File: config.mk
export PLATFORM = sky130hd
export DESIGN_NAME = axi_lite_master_bridge_flat
export DESIGN_NICKNAME = d
export VERILOG_FILES = /design/src/rtl/axi_lite_master_bridge_pkg.sv /design/src/rtl/axi_lite_master_bridge_if.sv /design/src/rtl/axi_lite_master_bridge_props.sv /design/src/rtl/axi_lite_master_bridge.sv /design/src/flat_wrapper.sv
export SDC_FILE = /design/constraint.sdc
export NUM_CORES = 1
export LEC_CHECK = 0
export CORE_UTILIZATION = 35
export DETAILED_ROUTE_END_ITERATION = 10
export DONT_BUFFER_PORTS = 1
export MAX_ROUTING_LAYER = met4
export PLACE_DENSITY_LB_ADDON = 0.1
export SETUP_SLACK_MARGIN = 0.3
export SLEW_MARGIN = 20
export SYNTH_ARGS = -nofsm -noshare
export SYNTH_HDL_FRONTEND = slang
export SYNTH_HIERARCHICAL = 1
export SYNTH_SLANG_ARGS = --single-unit
File: constraint.sdc
create_clock -name clk -period 1.96 [get_ports clk]
set_clock_uncertainty 0.1 [all_clocks]
set_input_delay 0.294 -clock clk [delete_from_list [all_inputs] [get_ports clk]]
set_output_delay 0.294 -clock clk [all_outputs]
set_load 0.01 [all_outputs]
File: src/rtl/axi_lite_master_bridge_pkg.sv
// Shared AXI4-lite definitions: response codes, prot bit positions and the
// bridge state encoding.
package axi_lite_pkg;

    localparam logic [1:0] RESP_OKAY   = 2'b00;
    localparam logic [1:0] RESP_EXOKAY = 2'b01;
    localparam logic [1:0] RESP_SLVERR = 2'b10;
    localparam logic [1:0] RESP_DECERR = 2'b11;

    localparam int PROT_PRIV_BIT  = 0;
    localparam int PROT_NSEC_BIT  = 1;
    localparam int PROT_INSTR_BIT = 2;

    typedef enum logic [2:0] {
        IDLE,
        RD_ADDR,
        RD_DATA,
        WR_REQ,
        WR_RESP
    } bridge_state_e;

    // Unprivileged, secure; only the data/instruction bit varies.
    function automatic logic [2:0] make_prot(input logic instr);
        logic [2:0] p;
        p                 = '0;
        p[PROT_PRIV_BIT]  = 1'b0;
        p[PROT_NSEC_BIT]  = 1'b0;
        p[PROT_INSTR_BIT] = instr;
        return p;
    endfunction

    function automatic logic resp_is_err(input logic [1:0] resp);
        return (resp == RESP_SLVERR) || (resp == RESP_DECERR);
    endfunction

endpackage

File: src/rtl/axi_lite_master_bridge_if.sv
// Bundle of the core request port and the AXI4-lite master channels.
// master = bridge side, slave = memory/bench side.
interface axi_lite_master_bridge_if #(
    parameter int ADDR_W = 32,
    parameter int DATA_W = 32
);
    logic                  req_valid;
    logic                  req_ready;
    logic [ADDR_W-1:0]     req_addr;
    logic [DATA_W-1:0]     req_wdata;
    logic [DATA_W/8-1:0]   req_wstrb;
    logic                  req_instr;
    logic                  rsp_valid;
    logic [DATA_W-1:0]     rsp_rdata;
    logic                  rsp_err;

    logic                  awvalid;
    logic                  awready;
    logic [ADDR_W-1:0]     awaddr;
    logic [2:0]            awprot;
    logic                  wvalid;
    logic                  wready;
    logic [DATA_W-1:0]     wdata;
    logic [DATA_W/8-1:0]   wstrb;
    logic                  bvalid;
    logic                  bready;
    logic [1:0]            bresp;
    logic                  arvalid;
    logic                  arready;
    logic [ADDR_W-1:0]     araddr;
    logic [2:0]            arprot;
    logic                  rvalid;
    logic                  rready;
    logic [DATA_W-1:0]     rdata;
    logic [1:0]            rresp;

    modport master (
        input  req_valid, req_addr, req_wdata, req_wstrb, req_instr,
        output req_ready, rsp_valid, rsp_rdata, rsp_err,
        output awvalid, awaddr, awprot, wvalid, wdata, wstrb, bready,
        output arvalid, araddr, arprot, rready,
        input  awready, wready, bvalid, bresp, arready, rvalid, rdata, rresp
    );

    modport slave (
        output req_valid, req_addr, req_wdata, req_wstrb, req_instr,
        input  req_ready, rsp_valid, rsp_rdata, rsp_err,
        input  awvalid, awaddr, awprot, wvalid, wdata, wstrb, bready,
        input  arvalid, araddr, arprot, rready,
        output awready, wready, bvalid, bresp, arready, rvalid, rdata, rresp
    );
endinterface

File: src/rtl/axi_lite_master_bridge_props.sv
// AXI4-lite master protocol properties, compiled only when
// AXI_LITE_MASTER_ASSERT_EN is defined.
`ifdef AXI_LITE_MASTER_ASSERT_EN
module axi_lite_master_props (
    input logic                     clk,
    input logic                     resetn,
    axi_lite_master_bridge_if.master bus
);
    logic busy_q, ar_seen_q, aw_seen_q, w_seen_q;

    always_ff @(posedge clk or negedge resetn) begin
        if (!resetn) begin
            busy_q    <= 1'b0;
            ar_seen_q <= 1'b0;
            aw_seen_q <= 1'b0;
            w_seen_q  <= 1'b0;
        end else begin
            if (bus.req_valid && bus.req_ready) busy_q <= 1'b1;
            else if (bus.rsp_valid)             busy_q <= 1'b0;
            if (bus.arvalid && bus.arready)     ar_seen_q <= 1'b1;
            else if (bus.rvalid && bus.rready)  ar_seen_q <= 1'b0;
            if (bus.bvalid && bus.bready) begin
                aw_seen_q <= 1'b0;
                w_seen_q  <= 1'b0;
            end else begin
                if (bus.awvalid && bus.awready) aw_seen_q <= 1'b1;
                if (bus.wvalid && bus.wready)   w_seen_q  <= 1'b1;
            end
        end
    end

    ap_ar_hold: assert property (@(posedge clk) disable iff (!resetn)
        (bus.arvalid && !bus.arready) |=> (bus.arvalid && $stable(bus.araddr) && $stable(bus.arprot)));
    ap_aw_hold: assert property (@(posedge clk) disable iff (!resetn)
        (bus.awvalid && !bus.awready) |=> (bus.awvalid && $stable(bus.awaddr) && $stable(bus.awprot)));
    ap_w_hold: assert property (@(posedge clk) disable iff (!resetn)
        (bus.wvalid && !bus.wready) |=> (bus.wvalid && $stable(bus.wdata) && $stable(bus.wstrb)));
    ap_one_outstanding: assert property (@(posedge clk) disable iff (!resetn)
        !(busy_q && bus.req_ready));
    ap_ar_aw_excl: assert property (@(posedge clk) disable iff (!resetn)
        !(bus.arvalid && bus.awvalid));
    ap_rsp_pulse: assert property (@(posedge clk) disable iff (!resetn)
        bus.rsp_valid |=> !bus.rsp_valid);

    am_r_after_ar: assume property (@(posedge clk) disable iff (!resetn)
        bus.rvalid |-> ar_seen_q);
    am_b_after_aw_w: assume property (@(posedge clk) disable iff (!resetn)
        bus.bvalid |-> (aw_seen_q && w_seen_q));
endmodule
`endif

File: src/rtl/axi_lite_master_bridge.sv
// Single-outstanding core memory port to AXI4-lite master bridge.
// Define AXI_LITE_MASTER_ASSERT_EN to compile in the protocol properties.
module axi_lite_master_bridge
    import axi_lite_pkg::*;
#(
    parameter int ADDR_W = 32,
    parameter int DATA_W = 32
) (
    input logic                      clk,
    input logic                      resetn,
    axi_lite_master_bridge_if.master bus
);
    localparam int STRB_W = DATA_W / 8;

    bridge_state_e     state_q;
    logic [ADDR_W-1:0] addr_q;
    logic [DATA_W-1:0] wdata_q;
    logic [STRB_W-1:0] wstrb_q;
    logic [2:0]        prot_q;
    logic [DATA_W-1:0] rdata_q;
    logic              arvalid_q, rready_q, awvalid_q, wvalid_q, bready_q;
    logic              rsp_valid_q, rsp_err_q;
    logic              req_ready, aw_done_d, w_done_d;

    // Holding req_ready low in the response cycle keeps exactly one request in flight.
    assign req_ready = (state_q == IDLE) && !rsp_valid_q;
    assign aw_done_d = !awvalid_q || bus.awready;
    assign w_done_d  = !wvalid_q || bus.wready;

    always_ff @(posedge clk or negedge resetn) begin
        if (!resetn) begin
            state_q     <= IDLE;
            addr_q      <= '0;
            wdata_q     <= '0;
            wstrb_q     <= '0;
            prot_q      <= '0;
            rdata_q     <= '0;
            arvalid_q   <= 1'b0;
            rready_q    <= 1'b0;
            awvalid_q   <= 1'b0;
            wvalid_q    <= 1'b0;
            bready_q    <= 1'b0;
            rsp_valid_q <= 1'b0;
            rsp_err_q   <= 1'b0;
        end else begin
            rsp_valid_q <= 1'b0;
            case (state_q)
                IDLE: if (bus.req_valid && req_ready) begin
                    addr_q  <= bus.req_addr;
                    wdata_q <= bus.req_wdata;
                    wstrb_q <= bus.req_wstrb;
                    prot_q  <= make_prot(bus.req_instr);
                    if (|bus.req_wstrb) begin
                        state_q   <= WR_REQ;
                        awvalid_q <= 1'b1;
                        wvalid_q  <= 1'b1;
                    end else begin
                        state_q   <= RD_ADDR;
                        arvalid_q <= 1'b1;
                    end
                end
                RD_ADDR: if (bus.arready) begin
                    arvalid_q <= 1'b0;
                    rready_q  <= 1'b1;
                    state_q   <= RD_DATA;
                end
                RD_DATA: if (bus.rvalid) begin
                    rready_q    <= 1'b0;
                    rdata_q     <= bus.rdata;
                    rsp_err_q   <= resp_is_err(bus.rresp);
                    rsp_valid_q <= 1'b1;
                    state_q     <= IDLE;
                end
                // AW and W complete independently; either may finish first.
                WR_REQ: begin
                    if (bus.awready) awvalid_q <= 1'b0;
                    if (bus.wready)  wvalid_q  <= 1'b0;
                    if (aw_done_d && w_done_d) begin
                        bready_q <= 1'b1;
                        state_q  <= WR_RESP;
                    end
                end
                WR_RESP: if (bus.bvalid) begin
                    bready_q    <= 1'b0;
                    rsp_err_q   <= resp_is_err(bus.bresp);
                    rsp_valid_q <= 1'b1;
                    state_q     <= IDLE;
                end
                default: state_q <= IDLE;
            endcase
        end
    end

    assign bus.req_ready = req_ready;
    assign bus.rsp_valid = rsp_valid_q;
    assign bus.rsp_rdata = rdata_q;
    assign bus.rsp_err   = rsp_err_q;
    assign bus.arvalid   = arvalid_q;
    assign bus.araddr    = addr_q;
    assign bus.arprot    = prot_q;
    assign bus.rready    = rready_q;
    assign bus.awvalid   = awvalid_q;
    assign bus.awaddr    = addr_q;
    assign bus.awprot    = prot_q;
    assign bus.wvalid    = wvalid_q;
    assign bus.wdata     = wdata_q;
    assign bus.wstrb     = wstrb_q;
    assign bus.bready    = bready_q;

`ifdef AXI_LITE_MASTER_ASSERT_EN
    axi_lite_master_props u_props (
        .clk    (clk),
        .resetn (resetn),
        .bus    (bus)
    );
`else
    // Protocol properties compiled out.
`endif
endmodule

File: src/flat_wrapper.sv
// flat-port wrapper written by rule: the top's interface ports become plain ports
module axi_lite_master_bridge_flat import axi_lite_pkg::*;
#(
    parameter int ADDR_W = 32,
    parameter int DATA_W = 32
)
  (clk, resetn, bus_req_valid, bus_req_addr, bus_req_wdata, bus_req_wstrb, bus_req_instr, bus_req_ready, bus_rsp_valid, bus_rsp_rdata, bus_rsp_err, bus_awvalid, bus_awaddr, bus_awprot, bus_wvalid, bus_wdata, bus_wstrb, bus_bready, bus_arvalid, bus_araddr, bus_arprot, bus_rready, bus_awready, bus_wready, bus_bvalid, bus_bresp, bus_arready, bus_rvalid, bus_rdata, bus_rresp);
  axi_lite_master_bridge_if #(.ADDR_W(ADDR_W), .DATA_W(DATA_W)) bus_i ();
  input logic clk;
  input logic resetn;
  input wire logic [$bits(bus_i.req_valid)-1:0] bus_req_valid;
  input wire logic [$bits(bus_i.req_addr)-1:0] bus_req_addr;
  input wire logic [$bits(bus_i.req_wdata)-1:0] bus_req_wdata;
  input wire logic [$bits(bus_i.req_wstrb)-1:0] bus_req_wstrb;
  input wire logic [$bits(bus_i.req_instr)-1:0] bus_req_instr;
  output wire logic [$bits(bus_i.req_ready)-1:0] bus_req_ready;
  output wire logic [$bits(bus_i.rsp_valid)-1:0] bus_rsp_valid;
  output wire logic [$bits(bus_i.rsp_rdata)-1:0] bus_rsp_rdata;
  output wire logic [$bits(bus_i.rsp_err)-1:0] bus_rsp_err;
  output wire logic [$bits(bus_i.awvalid)-1:0] bus_awvalid;
  output wire logic [$bits(bus_i.awaddr)-1:0] bus_awaddr;
  output wire logic [$bits(bus_i.awprot)-1:0] bus_awprot;
  output wire logic [$bits(bus_i.wvalid)-1:0] bus_wvalid;
  output wire logic [$bits(bus_i.wdata)-1:0] bus_wdata;
  output wire logic [$bits(bus_i.wstrb)-1:0] bus_wstrb;
  output wire logic [$bits(bus_i.bready)-1:0] bus_bready;
  output wire logic [$bits(bus_i.arvalid)-1:0] bus_arvalid;
  output wire logic [$bits(bus_i.araddr)-1:0] bus_araddr;
  output wire logic [$bits(bus_i.arprot)-1:0] bus_arprot;
  output wire logic [$bits(bus_i.rready)-1:0] bus_rready;
  input wire logic [$bits(bus_i.awready)-1:0] bus_awready;
  input wire logic [$bits(bus_i.wready)-1:0] bus_wready;
  input wire logic [$bits(bus_i.bvalid)-1:0] bus_bvalid;
  input wire logic [$bits(bus_i.bresp)-1:0] bus_bresp;
  input wire logic [$bits(bus_i.arready)-1:0] bus_arready;
  input wire logic [$bits(bus_i.rvalid)-1:0] bus_rvalid;
  input wire logic [$bits(bus_i.rdata)-1:0] bus_rdata;
  input wire logic [$bits(bus_i.rresp)-1:0] bus_rresp;
  assign bus_i.req_valid = bus_req_valid;
  assign bus_i.req_addr = bus_req_addr;
  assign bus_i.req_wdata = bus_req_wdata;
  assign bus_i.req_wstrb = bus_req_wstrb;
  assign bus_i.req_instr = bus_req_instr;
  assign bus_req_ready = bus_i.req_ready;
  assign bus_rsp_valid = bus_i.rsp_valid;
  assign bus_rsp_rdata = bus_i.rsp_rdata;
  assign bus_rsp_err = bus_i.rsp_err;
  assign bus_awvalid = bus_i.awvalid;
  assign bus_awaddr = bus_i.awaddr;
  assign bus_awprot = bus_i.awprot;
  assign bus_wvalid = bus_i.wvalid;
  assign bus_wdata = bus_i.wdata;
  assign bus_wstrb = bus_i.wstrb;
  assign bus_bready = bus_i.bready;
  assign bus_arvalid = bus_i.arvalid;
  assign bus_araddr = bus_i.araddr;
  assign bus_arprot = bus_i.arprot;
  assign bus_rready = bus_i.rready;
  assign bus_i.awready = bus_awready;
  assign bus_i.wready = bus_wready;
  assign bus_i.bvalid = bus_bvalid;
  assign bus_i.bresp = bus_bresp;
  assign bus_i.arready = bus_arready;
  assign bus_i.rvalid = bus_rvalid;
  assign bus_i.rdata = bus_rdata;
  assign bus_i.rresp = bus_rresp;
  axi_lite_master_bridge #(.ADDR_W(ADDR_W), .DATA_W(DATA_W)) u_core (.clk(clk), .resetn(resetn), .bus(bus_i));
endmodule
==> results of run 1 <==
## stage by stage
step                setup WS (ns)  utilization, %  hold WS (ns)
detailed placement          0.182            35.9       -0.0991
floorplan                   0.250               -        -0.102
global placement            0.199            35.9       -0.0989
## logic make-up after synthesis
family | Yosys count
DFF | 111
AOI/OAI and AO/OA | 15
muxes | 101
and+or+nand+nor | 21
other | 1
buffers and inverters | 55
==> flow_summary.json, run 1 <==
{
  "ys_seq_area_share_pct": 60.4,
  "status": "did not finish",
  "cts-resized-gates": 4,
  "dieWidth_um": 117,
  "placed_cell_area_sq_um": 4570,
  "synth-compound-area-share_pct": 2.39,
  "synthXorXnorAreaFrac_pct": 0,
  "netlist_instances": 304,
  "tool.error": "[ERROR RSZ-0060] Max buffer count reached.",
  "io_pins": 259,
  "cts_setup_buffers": 0,
  "fp-row-count": 41,
  "dp_hpwl_mm": 6.15,
  "cts.path.max_buffers": 2,
  "io_buffers": 0,
  "synth_mux_area_share_pct": 25.5,
  "yosys_warnings": 6,
  "synth.most_common_cell": "dfrtp_1",
  "synth-simple-area-share_pct": 3.34,
  "ys_async_sr_fraction_pct": 100,
  "synth_fa_ha_area_share_pct": 0,
  "synth-main-ff-cell": "dfrtp_1",
  "ys_top_cells_by_count": "dfrtp_1 (111), mux2_2 (91), buf_4 (40), mux2_4 (10), buf_2 (8)",
  "h-tree-depth": 3,
  "synth.area.top_cells": "dfrtp_1 (60%), mux2_2 (22%), buf_4 (6.5%)",
  "synth_top_area_share_pct": 60.4,
  "haltStage": "clock tree synthesis (4_1_cts)",
  "synth-seq-cells": 111,
  "initial_core_util_pct": 36.2,
  "cts_root_buffer": "clkbuf_16",
  "avgSynthCellArea_sq_um": 15.1,
  "clock_sinks": 111,
  "synth_top_family_by_area": "multiplexers",
  "synthDistinctLibCells": 32,
  "numCtsBuffers": 9,
  "cts_hold_buffers": 101,
  "gp_congestion": 0.784,
  "die_y_um": 117,
  "yosysTopAreaCell": "dfrtp_1",
  "syn_area_sq_um": 4600,
  "synth_edf_count": 0,
  "dp_cells": 438
}
==> run 2: changes to the inputs <==
--- a/config.mk
+++ b/config.mk
@@ -5,12 +5,10 @@
 export SDC_FILE = /design/constraint.sdc
 export NUM_CORES = 1
 export LEC_CHECK = 0
-export CORE_UTILIZATION = 35
+export CORE_UTILIZATION = 20
 export DETAILED_ROUTE_END_ITERATION = 10
 export DONT_BUFFER_PORTS = 1
-export MAX_ROUTING_LAYER = met4
-export PLACE_DENSITY_LB_ADDON = 0.1
-export SETUP_SLACK_MARGIN = 0.3
+export PLACE_DENSITY_LB_ADDON = 0.15
 export SLEW_MARGIN = 20
 export SYNTH_ARGS = -nofsm -noshare
 export SYNTH_HDL_FRONTEND = slang
==> run 2 against run 1 <==
  * The flow now finishes, with violations (hold timing)
  * Synthesized cell count is the same
  * Synthesized area is the same
==> flow_summary.json, run 2 <==
{
  "intPower_w": 0.00597,
  "grt_pass1_vias": 3047,
  "drt_iter0_drc": 155,
  "netlist_instances": 304,
  "p_comb_share_pct": 25.9,
  "h-tree-depth": 3,
  "cap_violations": 0,
  "ir_drop_mv": 0.527,
  "tns_ns": 0,
  "clkTransAtPathRegs_ns": 0.09,
  "syn_area_sq_um": 4600,
  "r2r_start": "u_core/state_q[2]",
  "via_count": 2649,
  "crit_path_cell_trace": "nor4_4 > buf_4",
  "drt-total-wl_mm": 10.5,
  "synthDistinctLibCells": 32,
  "yosys_warnings": 6,
  "min_path_type": "in -> async",
  "synth-seq-cells": 111,
  "ys_async_sr_fraction_pct": 100,
  "drv_slew": 0,
  "violations": "hold timing",
  "crit_path_start": "u_core/state_q[2]",
  "ys_seq_area_share_pct": 60.4,
  "rsz0062_at_grt": "false",
  "avgSynthCellArea_sq_um": 15.1,
  "grt_start_max_net_pins": 112,
  "arrival_ns": 1.42,
  "final_common_cell": "dfrtp_1",
  "initial_core_util_pct": 20.4,
  "hold_viol_final": 111,
  "nets": 494,
  "total_power_w": 0.00947,
  "vias_per_cell": 3.95,
  "drc": 0,
  "gp_congestion": 0.661,
  "firstDrtPassIters": 4,
  "pwr-share-clk_pct": 19.2,
  "synth.most_common_cell": "dfrtp_1",
  "synth.area.top_cells": "dfrtp_1 (60%), mux2_2 (22%), buf_4 (6.5%)",
  "criticalPathCategory": "reg -> out",
  "dieWidth_um": 154,
  "required_ns": 1.57,
  "cts_setup_buffers": 0,
  "num_antenna_cells": 0,
  "switching_share_pct": 37.0,
  "synth_edf_count": 0,
  "switchingPower_w": 0.00350,
  "ant_nets": 0,
  "cts-resized-gates": 0,
  "fp-row-count": 55,
  "startpoint_type": "flop",
  "worst_slack_ns": 0.149,
  "syn_to_final_growth_pct": 31.9,
  "gr-total-overflow": 0,
  "final_cell_mix": "dfrtp_1 (111), dlygate4sd3_1 (106), mux2_2 (91)",
  "holdWs_ns": -0.484,
  "crit_slowest_cell": "dfrtp_1",
  "post-route-min-period_ns": 1.81,
  "cts.path.max_buffers": 2,
  "path_delay_family": "flip-flops",
  "worstSkewPairLatency_ns": 0.35,
  "critPathBufInv": 1,
  "yosysTopAreaCell": "dfrtp_1",
  "dp_hpwl_mm": 6.69,
  "place_ws_ns": 0.206,
  "power.density_nw_per_um2": 1560,
  "grtUsageTotal_pct": 9.09,
  "finalCritPeriodShare_pct": 92.4,
  "avgRoutedWirePerCell_um": 15.6,
  "cts_root_buffer": "clkbuf_16",
  "drive_gt1_share_pct": 33.4,
  "synth-main-ff-cell": "dfrtp_1",
  "io_buffers": 0,
  "antenna_found_initial": 0,
  "die_y_um": 154,
  "p_seq_share_pct": 54.9,
  "grt_pass1_wl_mm": 16.6,
  "io_pins": 259,
  "critPathCaptureType": "primary output",
  "status": "finished with violations",
  "synth_top_area_share_pct": 60.4,
  "nFillCells": 2316,
  "leakage_nw": 2.54,
  "ys_top_cells_by_count": "dfrtp_1 (111), mux2_2 (91), buf_4 (40), mux2_4 (10), buf_2 (8)",
  "numCtsBuffers": 9,
  "cts_tree": "built",
  "setup-violations-final": 0,
  "cts_hold_buffers": 106,
  "core-area_sq_um": 22600,
  "final_util_pct": 26.9,
  "clock_sinks": 111,
  "crit_path_max_fanout": 5,
  "max_stage_delay_ns": 0.48,
  "fmax_mhz": 552,
  "die_area_sq_um": 23600,
  "r2r_slack_ns": 0.20
}
## run 2: per-stage QoR
stage                     instance area (sq um)  cells
final                                      6070    671
after global routing                       6070    671
after CTS                                  6070    671
after detailed placement                   4720    549
after global placement                     4720    549
after floorplan                            4610    307
## run 2: worst reg2reg max path: cells and delay by family, from the launching register on
kind	cells	cell delay, ns
buffers and inverters	1	0.18
flip-flops	1	0.48
multiplexers	1	0.37
AND/OR/NAND/NOR	2	0.50
## run 2: final cells by class
type,count,area [sq um],area share (%)
Sequential cell,111,2780,45.7
Inverter,4,15.0,0.247
Multi-Input combinational cell,141,1470,24.3
Clock inverter,6,61.3,1.01
Tap cell,285,357,5.87
Timing Repair Buffer,114,1160,19.1
Clock buffer,10,229,3.77
## run 2: layer usage
layer | vias up | share of wire (%) | track usage [%]
met5 | - | 0 | 0
met2 | 168 | 51 | 15.8
met1 | 1306 | 37 | 9.59
met4 | 0 | 1.5 | 3.67
li1 | 1165 | - | -
met3 | 10 | 10 | 4.06
## run 2: cells by family (layout without fill, tap and decap cells)
group / after synthesis / after routing / share of synthesized area [%]
buffers and inverters: 55 / 134 / 8.29
muxes: 101 / 101 / 25.5
AOI/OAI and AO/OA: 15 / 15 / 2.39
other: 1 / 4 / 0.0815
DFF: 111 / 111 / 60.4
and+or+nand+nor: 21 / 21 / 3.34
## run 2: final timing paths
| kind | endpoint | cells after the start |
|---|---|---|
| max in group asynchronous | u_core/bus.araddr[27] | 0 |
| hold reg to reg | u_core/bus.wdata[7] | 1 |
| setup / recovery | bus_req_ready | 2 |
| min in group clk | u_core/bus.rready | 2 |
| setup reg to reg | u_core/bus.araddr[27] | 4 |
| hold / removal | u_core/bus.rsp_rdata[5] | 0 |
## run 2: power by group through the flow
stage	Clock, W	Sequential [W]	Combinational (W)
final	0.00182	0.00520	0.00245
after global routing	0.00203	0.00538	0.00269
after CTS	0.00195	0.00522	0.00248
after detailed placement	0	0.00524	0.00232
after global placement	0	0.00529	0.00224
after floorplan	0	0.00468	0.00264
No activity file was read; power rests on OpenSTA's default activity.
